[src/rtl/xor_share_arbiter_pkg.sv]
// Shared definitions for the XOR-sharing arbiter: FSM state type and counter width.
package xor_share_arbiter_pkg;

   // Encoding 2'd3 is unused; the FSM recovers from it to ST_IDLE.
   typedef enum logic [1:0] {
      ST_IDLE = 2'd0,
      ST_BUSY = 2'd1,
      ST_RESP = 2'd2
   } arb_state_e;

   localparam int TXN_CNT_W = 16;

endpackage

[src/rtl/xor_share_arbiter_rr_pick.sv]
// Combinational round-robin picker: first valid requester at or after rr_ptr, wrapping.
module rr_pick #(
   parameter int N_REQ = 4,
   parameter int ID_W  = $clog2(N_REQ)
) (
   input  logic [N_REQ-1:0] req_valid,
   input  logic [ID_W-1:0]  rr_ptr,
   output logic [N_REQ-1:0] grant_onehot,
   output logic [ID_W-1:0]  grant_idx,
   output logic             any_valid
);

   localparam int unsigned N = N_REQ;

   // Scan from rr_ptr upward modulo N_REQ and keep the first hit.
   always_comb begin
      logic              found;
      int unsigned       idx;
      logic [ID_W-1:0]   idx_w;
      grant_onehot = '0;
      grant_idx    = '0;
      found        = 1'b0;
      idx          = 0;
      idx_w        = '0;
      for (int unsigned off = 0; off < N; off++) begin
         idx   = (32'(rr_ptr) + off) % N;
         idx_w = ID_W'(idx);
         if (!found && req_valid[idx_w]) begin
            found               = 1'b1;
            grant_idx           = idx_w;
            grant_onehot[idx_w] = 1'b1;
         end
      end
   end

   assign any_valid = |req_valid;

endmodule

[src/rtl/xor_share_arbiter_xor_gate.sv]
// Vector XOR datapath stage shared between requesters; purely combinational.
module xor_gate #(
   parameter int W = 8
) (
   input  logic [W-1:0] a,
   input  logic [W-1:0] b,
   output logic [W-1:0] y
);

   assign y = a ^ b;

endmodule

[src/rtl/xor_share_arbiter.sv]
// Round-robin arbiter sharing one registered XOR stage between N_REQ requesters.
// Optional feature: define XOR_ARB_PARITY_EN to add the registered rsp_parity output.
module xor_share_arbiter
   import xor_share_arbiter_pkg::*;
#(
   parameter int N_REQ  = 4,
   parameter int DATA_W = 8,
   localparam int ID_W  = $clog2(N_REQ)
) (
   input  logic                    clk,
   input  logic                    rst_n,
   input  logic [N_REQ-1:0]        req_valid,
   input  logic [N_REQ*DATA_W-1:0] req_a,
   input  logic [N_REQ*DATA_W-1:0] req_b,
   output logic [N_REQ-1:0]        req_ready,
   output logic                    rsp_valid,
   input  logic                    rsp_ready,
   output logic [DATA_W-1:0]       rsp_data,
   output logic [ID_W-1:0]         rsp_id,
   output logic [TXN_CNT_W-1:0]    txn_cnt
`ifdef XOR_ARB_PARITY_EN
   ,
   output logic                    rsp_parity
`endif
);

   arb_state_e        state, state_nxt;
   logic [ID_W-1:0]   rr_ptr;
   logic [ID_W-1:0]   g_lat;
   logic [DATA_W-1:0] a_lat, b_lat;
   logic [DATA_W-1:0] sel_a, sel_b;
   logic [DATA_W-1:0] xor_y;
   logic [N_REQ-1:0]  grant_onehot;
   logic [ID_W-1:0]   grant_idx;
   logic              any_valid;

   rr_pick #(.N_REQ(N_REQ), .ID_W(ID_W)) u_pick (
      .req_valid    (req_valid),
      .rr_ptr       (rr_ptr),
      .grant_onehot (grant_onehot),
      .grant_idx    (grant_idx),
      .any_valid    (any_valid)
   );

   xor_gate #(.W(DATA_W)) u_xor (
      .a (a_lat),
      .b (b_lat),
      .y (xor_y)
   );

   // Operand mux for the requester currently being granted.
   always_comb begin
      sel_a = '0;
      sel_b = '0;
      for (int unsigned i = 0; i < N_REQ; i++) begin
         if (grant_idx == ID_W'(i)) begin
            sel_a = req_a[i*DATA_W +: DATA_W];
            sel_b = req_b[i*DATA_W +: DATA_W];
         end
      end
   end

   // State register.
   always_ff @(posedge clk or negedge rst_n) begin
      if (!rst_n) state <= ST_IDLE;
      else        state <= state_nxt;
   end

   // Next-state and grant decode; req_ready is gated by rst_n so it reads 0 while reset is held.
   always_comb begin
      state_nxt = state;
      req_ready = '0;
      case (state)
         ST_IDLE: begin
            if (any_valid && rst_n) begin
               req_ready = grant_onehot;
               state_nxt = ST_BUSY;
            end
         end
         ST_BUSY: state_nxt = ST_RESP;
         ST_RESP: if (rsp_ready) state_nxt = ST_IDLE;
         default: state_nxt = ST_IDLE;
      endcase
   end

   // Operand latch, result register, response handshake and round-robin pointer update.
   always_ff @(posedge clk or negedge rst_n) begin
      if (!rst_n) begin
         a_lat      <= '0;
         b_lat      <= '0;
         g_lat      <= '0;
         rr_ptr     <= '0;
         rsp_valid  <= 1'b0;
         rsp_data   <= '0;
         rsp_id     <= '0;
         txn_cnt    <= '0;
`ifdef XOR_ARB_PARITY_EN
         rsp_parity <= 1'b0;
`endif
      end else begin
         case (state)
            ST_IDLE: begin
               if (any_valid) begin
                  a_lat <= sel_a;
                  b_lat <= sel_b;
                  g_lat <= grant_idx;
               end
            end
            ST_BUSY: begin
               rsp_data   <= xor_y;
               rsp_id     <= g_lat;
               rsp_valid  <= 1'b1;
`ifdef XOR_ARB_PARITY_EN
               rsp_parity <= ^xor_y;
`endif
            end
            ST_RESP: begin
               if (rsp_ready) begin
                  rsp_valid <= 1'b0;
                  txn_cnt   <= txn_cnt + 1'b1;
                  rr_ptr    <= (g_lat == ID_W'(N_REQ-1)) ? '0 : g_lat + 1'b1;
               end
            end
            default: rsp_valid <= 1'b0;
         endcase
      end
   end

endmodule

[config.mk]
export PLATFORM = sky130hd
export DESIGN_NAME = xor_share_arbiter
export DESIGN_NICKNAME = d
export VERILOG_FILES = /design/src/rtl/xor_share_arbiter_pkg.sv /design/src/rtl/xor_share_arbiter_rr_pick.sv /design/src/rtl/xor_share_arbiter_xor_gate.sv /design/src/rtl/xor_share_arbiter.sv
export SDC_FILE = /design/constraint.sdc
export NUM_CORES = 1
export LEC_CHECK = 0
export BUFFER_PORTS_ARGS = -buffer_cell sky130_fd_sc_hd__buf_2
export CAP_MARGIN = 5
export CORE_MARGIN = 4
export CORE_UTILIZATION = 55
export DETAILED_ROUTE_END_ITERATION = 8
export PLACE_DENSITY_LB_ADDON = 0.12
export SLEW_MARGIN = 25
export SYNTH_ARGS = -nofsm -noshare
export SYNTH_HDL_FRONTEND = slang
export SYNTH_SLANG_ARGS = --single-unit
[constraint.sdc]
create_clock -name clk -period 9.2 [get_ports clk]
set_input_delay 0.46 -clock clk [delete_from_list [all_inputs] [get_ports clk]]
set_output_delay 0.46 -clock clk [all_outputs]
set_load 0.005 [all_outputs]
### Word level (Yosys, flattened, before mapping)

Cells that the tools add are included.

| word-level totals | value |
|---|---|
| bits in registers | 49 |
| input port bits | 71 |
| output and inout port bits | 31 |
| logic and storage cells | 96 |

| cells by class | value |
|---|---|
| add/sub/neg operators | 5 |
| $lt $le $gt $ge | 8 |
| equal/unequal tests | 8 |
| multiplexer cells | 43 |
| bitwise operators | 5 |
| reduce and logical (&&, ||, !) cells | 18 |

Operator list:

| operator | count |
|---|---|
| 2-to-1 mux 8 bit | 8 |
| 2-to-1 mux 4 bit | 6 |
| adder 16 x 1 -> 16 bit, second input constant | 1 |
| 2-to-1 mux 2 bit | 7 |
| less-than comparator 2 x 3 -> 1 bit, second input constant | 4 |
| 2-to-1 mux 1 bit | 12 |
| bitwise OR 4 bit | 3 |
| binary-select mux 1 bit (select 2 bit) | 4 |
| demux 1 bit (select 2 bit) | 4 |
| == test 2 bit, second input constant | 4 |
| >= comparator 2 x 1 -> 1 bit, second input constant | 4 |
| logical AND 1 bit | 8 |
| AND reduction 2 bit | 4 |
| bitwise XOR 8 bit | 1 |
| case mux 2 bit (3 select lines) | 1 |
| adder 2 x 1 -> 2 bit, second input constant | 2 |
| adder 2 bit, second input constant | 2 |
| == test 2 x 1 -> 1 bit, second input constant | 2 |
| logical NOT 2 bit | 2 |
| inequality test 2 bit, second input constant | 2 |
| OR reduction 4 bit | 1 |
| logical NOT 1 bit | 3 |
| case mux 1 bit (3 select lines) | 1 |
| NOT 1 bit | 1 |

### Logic depth before layout (Yosys ltp)

Gate-level depths: netlist of the first run.

| logic depth | value |
|---|---|
| depth after elaboration | 17 |
| depth in mapped cells | 14 |

### Hierarchy

A second synthesis of the first run with hierarchy kept.

| unflattened totals | value |
|---|---|
| cells, all modules | 218 |
| area total of the unflattened synthesis | 2935.3 um^2 |

Modules (own cells, without submodules):

| module | instances | cells an instance | area each (um^2) | seq. area each (um^2) |
|---|---|---|---|---|
| xor_share_arbiter | 1 | 163 | 2438.6 | 1226.2 |
| rr_pick | 1 | 47 | 426.7 | 0.0 |
| xor_gate | 1 | 8 | 70.1 | 0.0 |

### Worst setup path after synthesis of the first run

Ideal clock, no wire load.

| timing path | value |
|---|---|
| path kind | register to output |
| start | reg rr_ptr[0] |
| end | out req_ready[3] |
| arrival time | 3.125 ns |
| data required time | 8.740 ns |
| setup slack | 5.615 ns |
| cell stages (with the launch flop) | 14 |
| path buffers | 6 |
| cells stage by stage | dfrtp_1 -> buf_2 -> buf_4 -> clkinv_1 -> clkbuf_1 -> ha_1 -> buf_2 -> mux2i_1 -> mux2_2 -> buf_2 -> buf_2 -> and3_1 -> nand2_1 -> a21oi_1 |

| on the way | value |
|---|---|
| longest elaborated chain between the ends | 14 |
| elaborated cells on any way between the ends | 49 |
| classes of those cells | add/sub: 3; order compare: 8; mux: 25; bitwise: 3; reduce/logical: 10 |

RTL lines:

| what | line | RTL |
|---|---|---|
| from (decl) | xor_share_arbiter.sv:28 | `logic [ID_W-1:0] rr_ptr;` |
| from (signal assigned) | xor_share_arbiter.sv:121 | `rr_ptr <= (g_lat == ID_W'(N_REQ-1)) ? '0 : g_lat + 1'b1;` |
| branches (longest 11 deep; another with less-than comparator 2 x 3 -> 1 bit) | - |  |
| 2-to-1 mux 4 bit * | xor_share_arbiter_rr_pick.sv:28 | `if (!found && req_valid[idx_w]) begin` |
| 2-to-1 mux 4 bit * | xor_share_arbiter.sv:75 | `if (any_valid && rst_n) begin` |
| 2-to-1 mux 4 bit * | xor_share_arbiter.sv:73 | `case (state)` |
| to (decl) | xor_share_arbiter.sv:15 | `output logic [N_REQ-1:0] req_ready,` |

Every way passes the cells marked *. The select of a mux whose other input is x is not followed.

### Final worst setup path of the first run

| timing path | value |
|---|---|
| start | reg rr_ptr[0] |
| end | out req_ready[1] |

The elaborated chain is that of the path after synthesis.

==> flow_summary.ini, run 1 <==
[worst_hold_path]
hold_path_class = primary input to async pin

[worst_setup_path]
r2r-end = a_lat[2]
worstPathRequired_ns = 8.74
r2r_start = rr_ptr[0]
cpPeakStageDelay_ns = 0.80
cp-end-kind = output pin
startpoint_type = flop
critPathArrivalTime_ns = 5.08
rr_worst_depth = 9
cp_slowest_cell = mux2_2
crit_chain = buf_4 -> clkinv_1 -> ha_1 -> mux2i_1 -> mux2_2 -> and2_1 -> a221o_1 -> o21ai_0 -> a21oi_1 -> buf_2
ff2ff_setup_slack_ns = 4.44
worst-path-max-fanout = 56
path_class = flop to output pin

[clock_network]
clock-sinks = 49
cts_hold_buf = 0
clkLatencyLatePin_ns = 0.30
post_cts_buffers = 0
cts_root_buf = clkbuf_8
cts_tree = done
clk_path_buf_depth = 2
cts_inserted_buffers = 5
clkTransAtPathRegs_ns = 0.09
post_cts_resized = 0
cts.htree.levels = 2

[floorplanning]
die_h_um = 94.7
core_area_um2 = 7290
ios = 102
rows = 31
initial_core_util = 0.567
die_x_um = 94.7
dieArea_um2 = 8970

[synthesis]
avgSynthCellArea_um2 = 8.52
ys_types = 50
synthesis.area_um2 = 4130
synth_flop_cell = dfrtp_1
synth_edf_count = 0
ys_ff_latch = 49
synthArstFlopShare = 1.00
synth_warnings = 0
seq_area_frac_synth = 0.297
syn_inst = 485
syn_nets = 565

[grt]
grt_max_degree = 57
grt_pass1_wl_mm = 17.6
grt_pass1_vias = 3656
globalRouteTotalUtil = 0.243
grt_antenna_before_repair = 0
overflow = 0

[pwr]
power.leakage_nw = 2.23
peakVddDrop_mv = 0.343
power.density_nw_per_um2 = 355
total_power_mw = 1.66

[final_layout]
antenna_cells = 0
finalNetCount = 636
final_util = 0.642
synthToLayoutAreaGrowth_pct = 13.3
layout-drive-gt1-share = 0.282

[placed_design]
pre_cts_slack_ns = 4.04
hpwl_mm = 7.80
gp_congestion = 0.855
io_buffers = 101

[routing]
drt_first_iter_violations = 305
drc = 0
wirelength_mm = 11.0
firstDrtPassIters = 5
dr_total_vias = 3924
wl_per_cell_um = 16.7
final_antenna_net_count = 0
avgViaCountPerCell = 5.98

[timing]
final_max_slew_viol_count = 0
finalSetupViolCount = 0
maxSlewHeadroom = 0.390
finClkSkew_ns = 0.00602
fin_tns_setup_ns = 0
fmax_ghz = 0.180
setup_slack_ns = 3.66
rsz0062_at_grt = false
post-route-min-period_ns = 5.54
tightest_slew_ns = 0.914
hold_violations = 0
period_share = 0.602

[job]
drv_cap = 0

[run_status]
status = complete, no violations
-- sequential cells by signal, summed over array words and instances (netlist names) --
name	cells
rsp_valid	1
rsp_data	8
b_lat	8
state	2
g_lat	2
rsp_id	2
a_lat	8
rr_ptr	2
txn_cnt	16
-- synth_stat cells, types with 7 or more instances --
cell type | count | area share
a21oi_1 | 56 | 0.068
dfrtp_1 | 49 | 0.30
nand2_1 | 45 | 0.041
and3_1 | 36 | 0.054
nand2b_1 | 33 | 0.050
o21ai_0 | 33 | 0.040
nor2_1 | 25 | 0.023
nand3_1 | 24 | 0.029
clkbuf_1 | 20 | 0.018
xnor2_1 | 18 | 0.038
o21a_1 | 16 | 0.029
a221oi_2 | 15 | 0.054
a41o_1 | 15 | 0.036
buf_2 | 14 | 0.017
a21oi_2 | 9 | 0.019
ha_1 | 9 | 0.027
inv_1 | 7 | 0.0064
-- critical path, delay by kind of cell, from the launching register on --
kind	cells	cell delay, ns
multiplexers	2	1.18
AO/OA/AOI/OAI	3	0.51
adder cells (fa/ha/maj)	1	0.75
buffers and inverters	3	1.29
flip-flops	1	0.35
AND/OR/NAND/NOR	1	0.69
-- layout make-up --
class / instances / area, um^2
fill: 698 / 2610
tap: 99 / 124
multi-input combinational: 387 / 2670
clock inverter: 1 / 5.00
clock buffer: 7 / 96.3
inverter: 8 / 30.0
timing repair buffer: 105 / 536
sequential: 49 / 1230
-- worst max path at each step --
stage               from           end  slack, ns
3_3_place_gp   rr_ptr[0]  req_ready[2]       4.21
4_1_cts        rr_ptr[0]  req_ready[1]       3.71
6_report       rr_ptr[0]  req_ready[1]       3.66
3_5_place_dp   rr_ptr[0]  req_ready[1]       4.04
5_1_grt        rr_ptr[0]  req_ready[2]       3.23
2_1_floorplan  rr_ptr[0]  req_ready[3]       5.62
-- layer usage --
layer | routed length [um] | up-vias | share of wire | GRT usage
met2 | 4970 | 165 | 0.45 | 0.383
li1 | - | 1903 | - | -
met1 | 4980 | 1847 | 0.45 | 0.356
met5 | 0 | - | 0 | 0
met3 | 907 | 9 | 0.083 | 0.0271
met4 | 107 | 0 | 0.0098 | 0.0589
-- power breakdown --
| part | switching, mW | internal, mW |
|---|---|---|
| Sequential | 0.0667 | 0.302 |
| Combinational | 0.690 | 0.467 |
| Clock | 0.0685 | 0.0680 |
| Total | 0.825 | 0.837 |
-- cell families after synthesis --
group / after synthesis / share of synthesized area
buffers and inverters: 49 / 0.0587
adders and majority gates: 9 / 0.0272
xor gates and xnor gates: 24 / 0.0554
and+or+nand+nor: 177 / 0.222
AOI/OAI and AO/OA: 160 / 0.284
DFF: 49 / 0.297
muxes: 17 / 0.0560
-- stage by stage --
step | hold WS (ns) | instance area (um^2) | std cells
after floorplan | 0.164 | 4130 | 485
after global placement | 0.450 | 4580 | 648
after detailed placement | 0.456 | 4580 | 648
after CTS | 0.269 | 4680 | 656
after global routing | 0.304 | 4680 | 656
final | 0.253 | 4680 | 656
-- layout by cell type, fill, tap and decap left out, types with 2 or more instances in the layout --
cell	n
nor2_1	25
and3_1	36
buf_2	101
xor2_1	5
mux2_2	6
mux2i_1	6
a21oi_2	9
and2_1	2
a221oi_2	15
a221o_1	4
ha_1	9
a21o_1	2
a41o_1	15
a21oi_1	56
buf_4	4
inv_1	7
dfrtp_1	48
o21ai_0	33
nand2_1	45
nor3_1	2
nand3_1	24
o21a_1	16
nand2b_1	33
mux4_2	4
clkbuf_8	7
xnor2_1	18
Power figures use the tool's default switching activity.
==> inputs of run 2 (changes only) <==
--- a/config.mk
+++ b/config.mk
@@ -8,7 +8,7 @@
 export BUFFER_PORTS_ARGS = -buffer_cell sky130_fd_sc_hd__buf_2
 export CAP_MARGIN = 5
 export CORE_MARGIN = 4
-export CORE_UTILIZATION = 55
+export CORE_UTILIZATION = 49
 export DETAILED_ROUTE_END_ITERATION = 8
 export PLACE_DENSITY_LB_ADDON = 0.12
 export SLEW_MARGIN = 25
==> constraint.sdc (replaced) <==
create_clock -name clk -period 5 [get_ports clk]
set_input_delay 0.25 -clock clk [delete_from_list [all_inputs] [get_ports clk]]
set_output_delay 0.25 -clock clk [all_outputs]
set_load 0.005 [all_outputs]
==> run 2 against run 1 <==
Against the previous run:
- worst hold slack got worse by 0.20 ns
- sequential power increased by 91%
- via count increased by 1.6%
- clock power increased by 120%
- clock skew increased by 0.0011 ns
- final cell count increased by 1.7%
- combinational power increased by 84%
- critical path depth decreased by 1
- power increased by 89%
- sequential share of layout area decreased by 0.33 points
- die area increased by 11%
==> flow_summary.ini, run 2 (same netlist as run 1, synthesis figures left out) <==
[floorplanning]
core_area_um2 = 8220
rows = 33
ios = 102
initial_core_util = 0.503
dieArea_um2 = 9970
die_h_um = 99.9
die_x_um = 99.9

[clock_network]
cts_inserted_buffers = 5
cts_tree = done
clkLatencyLatePin_ns = 0.30
cts.htree.levels = 2
clk_path_buf_depth = 2
cts_root_buf = clkbuf_8
clkTransAtPathRegs_ns = 0.10
post_cts_resized = 0
clock-sinks = 49
post_cts_buffers = 0
cts_hold_buf = 0

[placed_design]
hpwl_mm = 8.22
dp.cells = 659
placed_area_um2 = 4630
io_buffers = 101
gp_congestion = 0.845

[routing]
dr_total_vias = 3988
wirelength_mm = 11.8
wl_per_cell_um = 17.6
final_antenna_net_count = 0
drt_first_iter_violations = 301
drc = 0
firstDrtPassIters = 5
avgViaCountPerCell = 5.98

[run_status]
status = complete, no violations

[final_layout]
largest_reg_flops = 16
n_fill_cell = 764
largest-register = txn_cnt
finalNetCount = 641
layout-drive-gt1-share = 0.286
final_cell_mix = buf_2, a21oi_1, dfrtp_1
final_common_cell = buf_2
final_cell_area_um2 = 4740
synthToLayoutAreaGrowth_pct = 14.7
final_cells = 667
antenna_cells = 0

[worst_setup_path]
path_class = flop to output pin
critPathArrivalTime_ns = 3.34
worst-path-max-fanout = 24
worstPathRequired_ns = 4.75
startpoint_type = flop
cp-end-kind = output pin

[grt]
grt_pass1_wl_mm = 19.1
grt_pass1_vias = 3752
use_met1 = 0.346
grt_max_degree = 53
grt_antenna_before_repair = 0
busiest_layer = met2
globalRouteTotalUtil = 0.234
grt.met3_usage = 0.0264
use_met2 = 0.375
overflow = 0

[timing]
final_max_slew_viol_count = 0
tightest_slew_ns = 0.900
hold_violations = 0
period_share = 0.718
maxSlewHeadroom = 0.398
fmax_ghz = 0.278
fin_tns_setup_ns = 0
post-route-min-period_ns = 3.59
rsz0062_at_grt = false
finalSetupViolCount = 0
finClkSkew_ns = 0.00716

[pwr]
p_clk_frac = 0.096
netSwitchingFraction = 0.489
peakVddDrop_mv = 0.686
p_int_mw = 1.61
combPwrFrac = 0.680
p_sw_mw = 1.54
power.density_nw_per_um2 = 663
power.leakage_nw = 2.26
p_seq_frac = 0.224

[job]
drv_cap = 0

[worst_hold_path]
hold_path_class = primary input to async pin
[run 2: cell types whose count changed in the layout (fill, tap and decap cells not counted), sizes merged]
cell and delta:
buf +5, clkinv -1, bufinv +1
[run 2: stage by stage]
step	power [mW]	setup WS, ns	hold WS [ns]	utilization
2_1_floorplan	2.38	1.63	-0.0456	-
3_3_place_gp	2.79	1.67	0.405	0.563
3_5_place_dp	2.82	1.68	0.413	0.563
4_1_cts	3.13	1.40	0.0848	0.577
5_1_grt	3.40	1.15	0.0994	0.577
6_report	3.14	1.41	0.0533	0.577
[run 2: final cells by class]
class / count / area, um^2 / area share
multi-input cells: 387 / 2670 / 0.562
clock inverters: 1 / 30.0 / 0.00633
flip-flops and latches: 49 / 1230 / 0.259
repair buffers: 110 / 573 / 0.121
well taps: 105 / 131 / 0.0277
clock buffers: 7 / 86.3 / 0.0182
inverters: 8 / 30.0 / 0.00633
[run 2: layer usage]
metal,vias to the layer above,part of all wire
met5,-,0
met4,0,0.0060
met3,6,0.075
met2,175,0.46
met1,1893,0.46
li1,1914,-
[run 2: worst paths after layout]
path                        startpoint            to  slack [ns]  depth (start not counted)
setup / recovery             rr_ptr[1]  req_ready[3]        1.41                          9
hold / removal                   rst_n    txn_cnt[4]        0.05                          2
hold reg to reg            txn_cnt[15]   txn_cnt[15]        0.47                          1
max in group asynchronous        rst_n     rr_ptr[0]        4.46                          2
min in group clk             rsp_ready      state[1]        0.16                          2
setup reg to reg             rr_ptr[1]      b_lat[4]        1.66                          8
[run 2: worst max-delay path, stage by stage (launching register included)]
cell and delay (ns):
dfrtp_1 0.58, inv_1 0.19, ha_1 0.54, mux2i_1 0.36
mux2_2 0.51, and2_1 0.31, a221o_1 0.18, o21ai_0 0.08
a21oi_1 0.16, buf_2 0.13
[run 2: power groups by stage]
stage / combinational (mW) / clock [mW] / sequential (mW)
floorplan: 1.72 / 0 / 0.662
detailed placement: 2.11 / 0 / 0.712
global route: 2.35 / 0.324 / 0.724
CTS: 2.12 / 0.309 / 0.704
global placement: 2.09 / 0 / 0.705
finish: 2.14 / 0.302 / 0.703
